<file path="src/rtl/score_display_ctrl.sv">
// Shot-counter display controller: scan strobe prescaler, serial double-dabble
// score-to-BCD converter, and a timed overlay that can take over the two low digits.
module score_display_ctrl #(
  parameter int unsigned SCAN_DIV   = 25000,
  parameter int unsigned HOLD_TICKS = 8000,
  parameter int unsigned SCORE_MAX  = 99
) (
  input  logic       clk,
  input  logic       rst,
  input  logic [6:0] score_val,
  input  logic       score_load,
  input  logic       ovr_req,
  input  logic [3:0] ovr_d1,
  input  logic [3:0] ovr_d0,
  output logic       scan_en,
  output logic [3:0] d3,
  output logic [3:0] d2,
  output logic [3:0] d1,
  output logic [3:0] d0,
  output logic       dp3,
  output logic       dp2,
  output logic       dp1,
  output logic       dp0,
  output logic       busy,
  output logic       ovr_active
);

  localparam int unsigned PW = (SCAN_DIV > 2) ? $clog2(SCAN_DIV) : 1;
  localparam int unsigned HW = $clog2(HOLD_TICKS + 1);

  typedef enum logic [1:0] {IDLE, SHIFT, LOAD} state_e;

  state_e        state_q, state_d;
  logic [PW-1:0] pre_q, pre_d;
  logic [6:0]    val_q, val_d;
  logic [7:0]    scr_q, scr_d;
  logic [2:0]    bit_q, bit_d;
  logic          pend_q, pend_d;
  logic [6:0]    pend_val_q, pend_val_d;
  logic [7:0]    score_q, score_d;
  logic [7:0]    ovr_q, ovr_d;
  logic          act_q, act_d;
  logic [HW-1:0] hold_q, hold_d;
  logic [3:0]    d1_q, d1_d, d0_q, d0_d;
  logic          dp0_q, dp0_d;
  logic [6:0]    sat_val;
  logic [7:0]    adj;

  assign sat_val = (score_val > 7'(SCORE_MAX)) ? 7'(SCORE_MAX) : score_val;
  assign scan_en = (pre_q == PW'(SCAN_DIV - 1));

  always_comb begin
    pre_d = scan_en ? '0 : pre_q + 1'b1;
  end

  always_comb begin
    adj = scr_q;
    if (adj[3:0] >= 4'd5) adj[3:0] = adj[3:0] + 4'd3;
    if (adj[7:4] >= 4'd5) adj[7:4] = adj[7:4] + 4'd3;

    state_d    = state_q;
    val_d      = val_q;
    scr_d      = scr_q;
    bit_d      = bit_q;
    pend_d     = pend_q;
    pend_val_d = pend_val_q;
    score_d    = score_q;

    case (state_q)
      IDLE: begin
        if (score_load) begin
          val_d   = sat_val;
          scr_d   = '0;
          bit_d   = '0;
          state_d = SHIFT;
        end
      end
      SHIFT: begin
        {scr_d, val_d} = {adj[6:0], val_q, 1'b0};
        bit_d = bit_q + 3'd1;
        if (bit_q == 3'd6) state_d = LOAD;
        if (score_load) begin
          pend_d     = 1'b1;
          pend_val_d = sat_val;
        end
      end
      LOAD: begin
        score_d = scr_q;
        state_d = IDLE;
        // A load arriving now counts as pending and is newer than any stored one.
        if (score_load || pend_q) begin
          val_d   = score_load ? sat_val : pend_val_q;
          scr_d   = '0;
          bit_d   = '0;
          pend_d  = 1'b0;
          state_d = SHIFT;
        end
      end
      default: state_d = IDLE;
    endcase
  end

  always_comb begin
    act_d  = act_q;
    hold_d = hold_q;
    ovr_d  = ovr_q;
    if (act_q && scan_en) begin
      if (hold_q <= HW'(1)) begin
        act_d  = 1'b0;
        hold_d = '0;
      end else begin
        hold_d = hold_q - 1'b1;
      end
    end
    // A new request overrides an expiry in the same cycle.
    if (ovr_req) begin
      ovr_d  = {ovr_d1, ovr_d0};
      act_d  = 1'b1;
      hold_d = HW'(HOLD_TICKS);
    end
  end

  always_comb begin
    d1_d  = act_q ? ovr_q[7:4] : score_q[7:4];
    d0_d  = act_q ? ovr_q[3:0] : score_q[3:0];
    dp0_d = act_q;
  end

  always_ff @(posedge clk) begin
    if (!rst) begin
      pre_q      <= '0;
      state_q    <= IDLE;
      val_q      <= '0;
      scr_q      <= '0;
      bit_q      <= '0;
      pend_q     <= 1'b0;
      pend_val_q <= '0;
      score_q    <= '0;
      ovr_q      <= '0;
      act_q      <= 1'b0;
      hold_q     <= '0;
      d1_q       <= '0;
      d0_q       <= '0;
      dp0_q      <= 1'b0;
    end else begin
      pre_q      <= pre_d;
      state_q    <= state_d;
      val_q      <= val_d;
      scr_q      <= scr_d;
      bit_q      <= bit_d;
      pend_q     <= pend_d;
      pend_val_q <= pend_val_d;
      score_q    <= score_d;
      ovr_q      <= ovr_d;
      act_q      <= act_d;
      hold_q     <= hold_d;
      d1_q       <= d1_d;
      d0_q       <= d0_d;
      dp0_q      <= dp0_d;
    end
  end

  assign d3         = 4'hF;
  assign d2         = 4'hF;
  assign d1         = d1_q;
  assign d0         = d0_q;
  assign dp3        = 1'b0;
  assign dp2        = 1'b0;
  assign dp1        = 1'b0;
  assign dp0        = dp0_q;
  assign busy       = (state_q != IDLE);
  assign ovr_active = act_q;

endmodule

</file>
<file path="config.mk">
export PLATFORM = sky130hd
export DESIGN_NAME = score_display_ctrl
export DESIGN_NICKNAME = d
export VERILOG_FILES = /design/src/rtl/score_display_ctrl.sv
export SDC_FILE = /design/constraint.sdc
export NUM_CORES = 1
export LEC_CHECK = 0
export BUFFER_PORTS_ARGS = -buffer_cell sky130_fd_sc_hd__buf_2
export CORE_MARGIN = 2
export CORE_UTILIZATION = 60
export DETAILED_ROUTE_END_ITERATION = 8
export GPL_TIMING_DRIVEN = 0
export HOLD_SLACK_MARGIN = 0.1
export PLACE_DENSITY = 0.81
export SLEW_MARGIN = 20
export SYNTH_ARGS = -nofsm -noshare
export SYNTH_HDL_FRONTEND = slang
export SYNTH_SLANG_ARGS = --single-unit
</file>
<file path="constraint.sdc">
create_clock -name clk -period 4 [get_ports clk]
set_clock_uncertainty 0.1 [all_clocks]
set_input_delay 0.4 -clock clk [delete_from_list [all_inputs] [get_ports clk]]
set_output_delay 0.4 -clock clk [all_outputs]
set_load 0.01 [all_outputs]
</file>
==> results.py, run 1 <==
metrics = {
    "global_routing": {
        "overflow": 0,
        "track_usage_pct": 23.2,
        "grt_pass1_wl_um": 13800,
        "antenna_found_initial": 0,
        "grt_start_max_net_pins": 14,
        "grt_pass1_vias": 3072,
    },
    "placed_design": {
        "post-place-cells": 582,
        "dp_hpwl_um": 5830,
        "place_area_mm2": 0.00430,
        "portBuffers": 27,
        "gp_congestion": 0.857,
        "pre_cts_slack_ns": 1.79,
    },
    "routing": {
        "drt-total-wl_um": 8230,
        "wl_per_cell_um": 13.8,
        "first_pass_iters": 4,
        "drc": 0,
        "vias_per_cell": 5.47,
        "vias": 3274,
        "drtAntennaViolNets": 0,
        "first_iter_violations": 154,
    },
    "cts": {
        "post-cts-setup-buffers": 0,
        "cts.path.max_buffers": 2,
        "tritoncts": "yes",
        "clock-sinks": 82,
        "numCtsBuffers": 9,
        "h-tree-depth": 3,
        "root_buffer": "clkbuf_8",
        "clk_latency_ns": 0.34,
        "postCtsResizedCells": 0,
        "clk_pin_slew_ns": 0.08,
        "cts_hold_buffers": 0,
    },
    "synthesis": {
        "synth_edf_count": 0,
        "synth_common_cells": "dfxtp_1 (82), nand2_1 (44), nor2_1 (36)",
        "synth_seq_area_share_pct": 40.7,
        "synthArstFlopShare_pct": 0,
        "postSynthCellCount": 469,
        "synth_ff_type": "dfxtp_1",
        "yosysTopAreaCell": "dfxtp_1",
        "syn-cell-area_mm2": 0.00403,
        "syn_area_per_cell_um2": 8.59,
        "synth.most_common_cell": "dfxtp_1",
        "yosysUniqueCellTypes": 48,
        "ys_top_cells_by_area": "dfxtp_1 (41%), mux2i_1 (6.7%), nor2b_1 (4.3%)",
        "yosys_warnings": 0,
        "synth_top_area_share_pct": 40.7,
        "synth-seq-cells": 82,
    },
    "cells_and_area": {
        "num-fill-cells": 521,
        "fin_nets": 548,
        "synthToLayoutAreaGrowth_pct": 12.0,
        "n_antenna_cell": 0,
        "final_cells": 598,
        "utilization_pct": 70.3,
        "drive_gt1_share_pct": 13.2,
        "fin_area_mm2": 0.00451,
    },
    "critical_path": {
        "critPathKind": "flip-flop to flip-flop",
        "path_cells": "inv_1 -> ha_1 -> inv_1 -> a21oi_1 -> nor2_1 -> clkbuf_1 -> nand3_1 -> a21boi_0",
        "crit_path_start_kind": "flip-flop",
        "path_common_cell": "inv_1",
        "cp.arrival_ns": 2.45,
        "rr_startpoint": "state_q[0]",
        "cp_num_buf_inv": 3,
        "endpoint_kind": "flip-flop",
        "r2r_end": "scr_q[5]",
        "crit_required_ns": 4.18,
        "r2r_cells": 8,
        "critPathMaxFanout": 10,
        "reg2reg_slack_ns": 1.73,
        "slowest_stage": "nor2_1",
        "slowest_delay_ns": 0.46,
        "critPathTopFamily": "buffers and inverters",
    },
    "floorplanning": {
        "io_pins": 42,
        "die_h_um": 86.0,
        "initial_core_util_pct": 62.8,
        "fp.coreArea_mm2": 0.00642,
        "num_rows": 29,
        "die_w_um": 86.0,
        "dieArea_mm2": 0.00739,
    },
    "sta": {
        "setup_ws_ns": 1.73,
        "fmax_mhz": 440,
        "drv_slew": 0,
        "slew_headroom_pct": 52.9,
        "setup-violations-final": 0,
        "tns_ns": 0,
        "min_period_over_period_pct": 56.9,
        "rsz0062_at_grt": "false",
        "finalCriticalPeriod_ns": 2.27,
        "hold_viol": 0,
        "worst_slew_pin_slew_ns": 0.707,
    },
    "run": {
        "cap_violations": 0,
    },
    "hold_path": {
        "min_path_cells": 3,
        "worstHoldEndpoint": "ovr_q[3]",
        "hold_path_class": "input pin to flip-flop",
        "min_from": "ovr_d0[3]",
    },
    "power_and_ir_drop": {
        "p_leak_nw": 1.79,
        "p_per_area_mw_per_mm2": 385,
        "vdd_drop_max_uv": 292,
    },
    "status": {
        "outcome": "completed",
    },
}
-- cells in the final DEF, fill, tap and decap left out, drive strengths merged, types with 2 or more instances in the layout --
| master | count |
|---|---|
| mux2 | 3 |
| nor3 | 9 |
| o211a | 5 |
| nor2 | 37 |
| conb | 11 |
| nand2b | 7 |
| nand2 | 44 |
| inv | 14 |
| nor2b | 28 |
| nor4 | 6 |
| a21boi | 15 |
| o21ai | 32 |
| xor2 | 6 |
| a22o | 2 |
| ha | 13 |
| nand3 | 21 |
| a21oi | 30 |
| xnor2 | 9 |
| and2 | 9 |
| bufinv | 2 |
| mux2i | 27 |
| a31oi | 3 |
| nand4 | 5 |
| o21a | 4 |
| dfxtp | 82 |
| nand3b | 3 |
| nor3b | 3 |
| and4 | 3 |
| clkbuf | 33 |
| clkinv | 2 |
| buf | 41 |
| and3 | 2 |
-- routing by layer --
layer	global-route usage (%)	part of all wire [%]	up-vias
met2	40.8	50	65
met1	28.1	45	1522
li1	-	-	1677
met4	5.63	1.0	0
met3	6.06	3.8	10
met5	0	0	-
-- logic make-up after synthesis --
group	after synthesis	share of synthesized area (%)
AND/OR/NAND/NOR	180	23.7
AO/OA/AOI/OAI	97	14.7
flip-flops	82	40.7
buffers and inverters	50	5.90
multiplexers	30	7.54
XOR/XNOR	15	3.26
adder cells (fa/ha/maj)	13	4.04
other	2	0.186
-- sequential cells by signal, summed over array words and instances (netlist names), 2 cells and up --
register    count
d0              4
scr_q           8
pre_q          15
d1              4
state_q         2
pend_val_q      7
val_q           7
hold_q         13
bit_q           3
ovr_q           8
score_q         8
-- power breakdown --
group,internal [mW],leakage [nW],switching (mW)
Sequential,0.849,0.668,0.0229
Combinational,0.0857,1.01,0.125
Clock,0.367,0.109,0.290
Total,1.30,1.79,0.438
-- stage by stage --
step / power [mW] / hold WS, ns
6_report: 1.74 / 0.219
5_1_grt: 1.81 / 0.225
4_1_cts: 1.75 / 0.213
3_5_place_dp: 1.10 / 0.332
3_3_place_gp: 1.09 / 0.328
2_1_floorplan: 1.04 / 0.313
-- layout make-up --
class / instances / area, um^2 / share of cell area, %
Multi-Input combinational cell: 346 / 2180 / 48.4
Sequential cell: 82 / 1640 / 36.4
Buffer: 36 / 185 / 4.10
Clock buffer: 11 / 141 / 3.13
Timing Repair Buffer: 27 / 135 / 2.99
Tap cell: 77 / 96.3 / 2.13
Clock inverter: 5 / 77.6 / 1.72
Inverter: 14 / 52.6 / 1.16
-- worst max-delay path by stage --
stage	end	from	cells past startpoint
final	scr_q[5]	state_q[0]	8
after detailed placement	scr_q[5]	state_q[0]	8
after floorplan	hold_q[10]	hold_q[0]	7
after global routing	bit_q[1]	state_q[0]	8
after global placement	scr_q[5]	state_q[0]	8
after CTS	scr_q[5]	state_q[0]	8
-- worst register-to-register path, stage by stage (launching register included) --
cell	delay (ns)
dfxtp_1	0.40
inv_1	0.09
ha_1	0.20
inv_1	0.13
a21oi_1	0.10
nor2_1	0.46
clkbuf_1	0.43
nand3_1	0.14
a21boi_0	0.18
Power figures use the tool's default switching activity.
==> run 2, diff against run 1 <==
- CORE_UTILIZATION: 60 -> 53
- PLACE_DENSITY: 0.81 -> 0.76
- clock period: 4 -> 2.06 ns (I/O delays scaled with it)
==> run 2 against run 1 <==
Worst hold slack worse by 0.10 ns. Sequential power is 95% higher. Final area is 5.4% higher. Power is 100% higher. Setup slack worse by 1.6 ns. Non-clock buffer count is 10 higher. First-iteration DRC count is 48% higher. Core utilization is 5.0 points lower. Sequential share of layout area is 1.8 points lower. Clock power is 110% higher. Global-route usage is 2.1 points lower. Critical endpoint is now hold_q[10]. Largest power group unchanged. Highest routed layer unchanged.
==> results.py, run 2 (synthesis gave the netlist of run 1 again) <==
metrics = {
    "status": {
        "outcome": "completed",
    },
    "sta": {
        "hold_viol": 0,
        "finalCriticalPeriod_ns": 1.98,
        "slew_headroom_pct": 54.3,
        "min_period_over_period_pct": 96.2,
        "fin_hold_ws_ns": 0.114,
        "drv_slew": 0,
        "tns_ns": 0,
        "rsz0062_at_grt": "true",
        "setup_ws_ns": 0.0791,
        "setup-violations-final": 0,
        "worst_slew_pin_slew_ns": 0.686,
        "fmax_mhz": 505,
    },
    "critical_path": {
        "cp_num_buf_inv": 0,
        "crit_cells": 6,
        "critPathMaxFanout": 6,
        "cp.arrival_ns": 2.12,
        "endpoint_kind": "flip-flop",
        "reg2reg_slack_ns": 0.08,
        "crit_required_ns": 2.20,
        "path_cells": "ha_1 -> and4_4 -> nand4_4 -> nor4_2 -> mux2_2 -> o21a_1",
        "cp-startpoint": "pre_q[0]",
        "slowest_stage": "mux2_2",
        "critPathKind": "flip-flop to flip-flop",
        "slowest_delay_ns": 0.36,
        "crit_path_start_kind": "flip-flop",
        "crit_end": "hold_q[10]",
        "r2r_cells": 6,
        "critPathTopFamily": "simple AND/OR/NAND/NOR gates",
        "r2r_end": "hold_q[10]",
        "rr_startpoint": "pre_q[0]",
    },
    "cells_and_area": {
        "top_register": "pre_q",
        "multiInputGateArea_mm2": 0.00227,
        "ff_latch_area_mm2": 0.00164,
        "final_common_cell": "dfxtp_1",
        "most-common-layout-cells": "dfxtp_1 (80), nand2_1 (43), nor2_1 (35), o21ai_0 (32), a21oi_1 (30)",
        "drive_gt1_share_pct": 15.8,
        "synthToLayoutAreaGrowth_pct": 18.1,
        "final_cells": 630,
        "largest_register_ffs": 15,
        "fin_nets": 558,
        "num-fill-cells": 595,
        "utilization_pct": 65.3,
        "reg.largest.list": "pre_q: 15 flops, hold_q: 13 flops",
        "n_antenna_cell": 0,
        "fin_area_mm2": 0.00476,
    },
    "floorplanning": {
        "dieArea_mm2": 0.00832,
        "initial_core_util_pct": 55.3,
        "die_w_um": 91.2,
        "die_h_um": 91.2,
        "fp.coreArea_mm2": 0.00729,
        "io_pins": 42,
        "num_rows": 31,
    },
    "routing": {
        "drtAntennaViolNets": 0,
        "wl_per_cell_um": 13.6,
        "first_iter_violations": 228,
        "vias": 3354,
        "first_pass_iters": 4,
        "drc": 0,
        "vias_per_cell": 5.32,
        "drt-total-wl_um": 8550,
    },
    "cts": {
        "cts.path.max_buffers": 2,
        "clock-sinks": 82,
        "h-tree-depth": 3,
        "clk_latency_ns": 0.34,
        "clk_pin_slew_ns": 0.08,
        "tritoncts": "yes",
        "root_buffer": "clkbuf_8",
        "numCtsBuffers": 9,
    },
    "placed_design": {
        "pre_cts_slack_ns": -0.119,
        "post-place-cells": 604,
        "gp_congestion": 0.842,
        "dp_hpwl_um": 5870,
        "place_area_mm2": 0.00432,
        "portBuffers": 27,
    },
    "global_routing": {
        "track_usage_pct": 21.1,
        "grt_start_max_net_pins": 14,
        "grt_pass1_wl_um": 14500,
        "grt_pass1_vias": 3202,
        "overflow": 0,
        "antenna_found_initial": 0,
    },
    "run": {
        "cap_violations": 0,
    },
    "hold_path": {
        "hold_path_class": "input pin to flip-flop",
    },
    "power_and_ir_drop": {
        "report.power.total_mw": 3.49,
        "vdd_drop_max_uv": 430,
        "p_per_area_mw_per_mm2": 733,
        "p_leak_nw": 1.88,
    },
}
-- run 2: cell count changes in the layout (fill, tap and decap cells not counted), moves of 2 or more --
cell / previous run / this run
clkbuf_1: 23 / 16
nor4_4: 1 / 4
dfxtp_2: 0 / 2
dlygate4sd3_1: 0 / 11
clkbuf_2: 0 / 6
dfxtp_1: 82 / 80
nor4_1: 3 / 1
-- run 2: where the power goes --
group	leakage, nW	switching (mW)	internal, mW
Clock	0.114	0.551	0.804
Combinational	1.09	0.250	0.185
Sequential	0.669	0.0476	1.65
-- run 2: final cells by class --
cell class	count	share of cell area [%]
Multi-Input combinational cell	346	47.6
Sequential cell	82	34.5
Timing Repair Buffer	39	5.31
Buffer	34	3.89
Clock buffer	11	2.76
Tap cell	99	2.60
Clock inverter	5	2.16
Inverter	14	1.10
-- run 2: repair_timing --
| action | in CTS | in global routing |
|---|---|---|
| hold endpoints to repair | 11 | 0 |
| resized for setup | 6 | 21 |
| endpoints found under the setup margin | 21 | 31 |
| gates cloned | 0 | 0 |
| pin swaps | 0 | 1 |
| setup buffers | 0 | 1 |
| hold buffers | 11 | 0 |
-- run 2: routing by layer --
layer	vias up	GRT usage, %	routed length (um)
met5	-	0	0
met2	69	36.0	4310
met4	0	6.31	80
li1	1694	-	-
met1	1583	26.2	3850
met3	8	5.48	312
-- run 2: worst min-delay path: stages --
cell and delay [ns]:
buf_2 0.08, nor2_1 0.05, nand2_1 0.06, o211a_1 0.14
-- run 2: worst min-delay path by stage --
stage / cells after the start / endpoint / slack, ns / from
floorplan: 2 / pend_val_q[5] / 0.25 / score_val[5]
finish: 4 / pend_val_q[0] / 0.11 / score_val[0]
global placement: 1 / pre_q[0] / 0.32 / pre_q[0]
detailed placement: 1 / pre_q[0] / 0.34 / pre_q[0]
global route: 4 / pend_val_q[0] / 0.14 / score_val[0]
CTS: 4 / pend_val_q[0] / 0.10 / score_val[0]
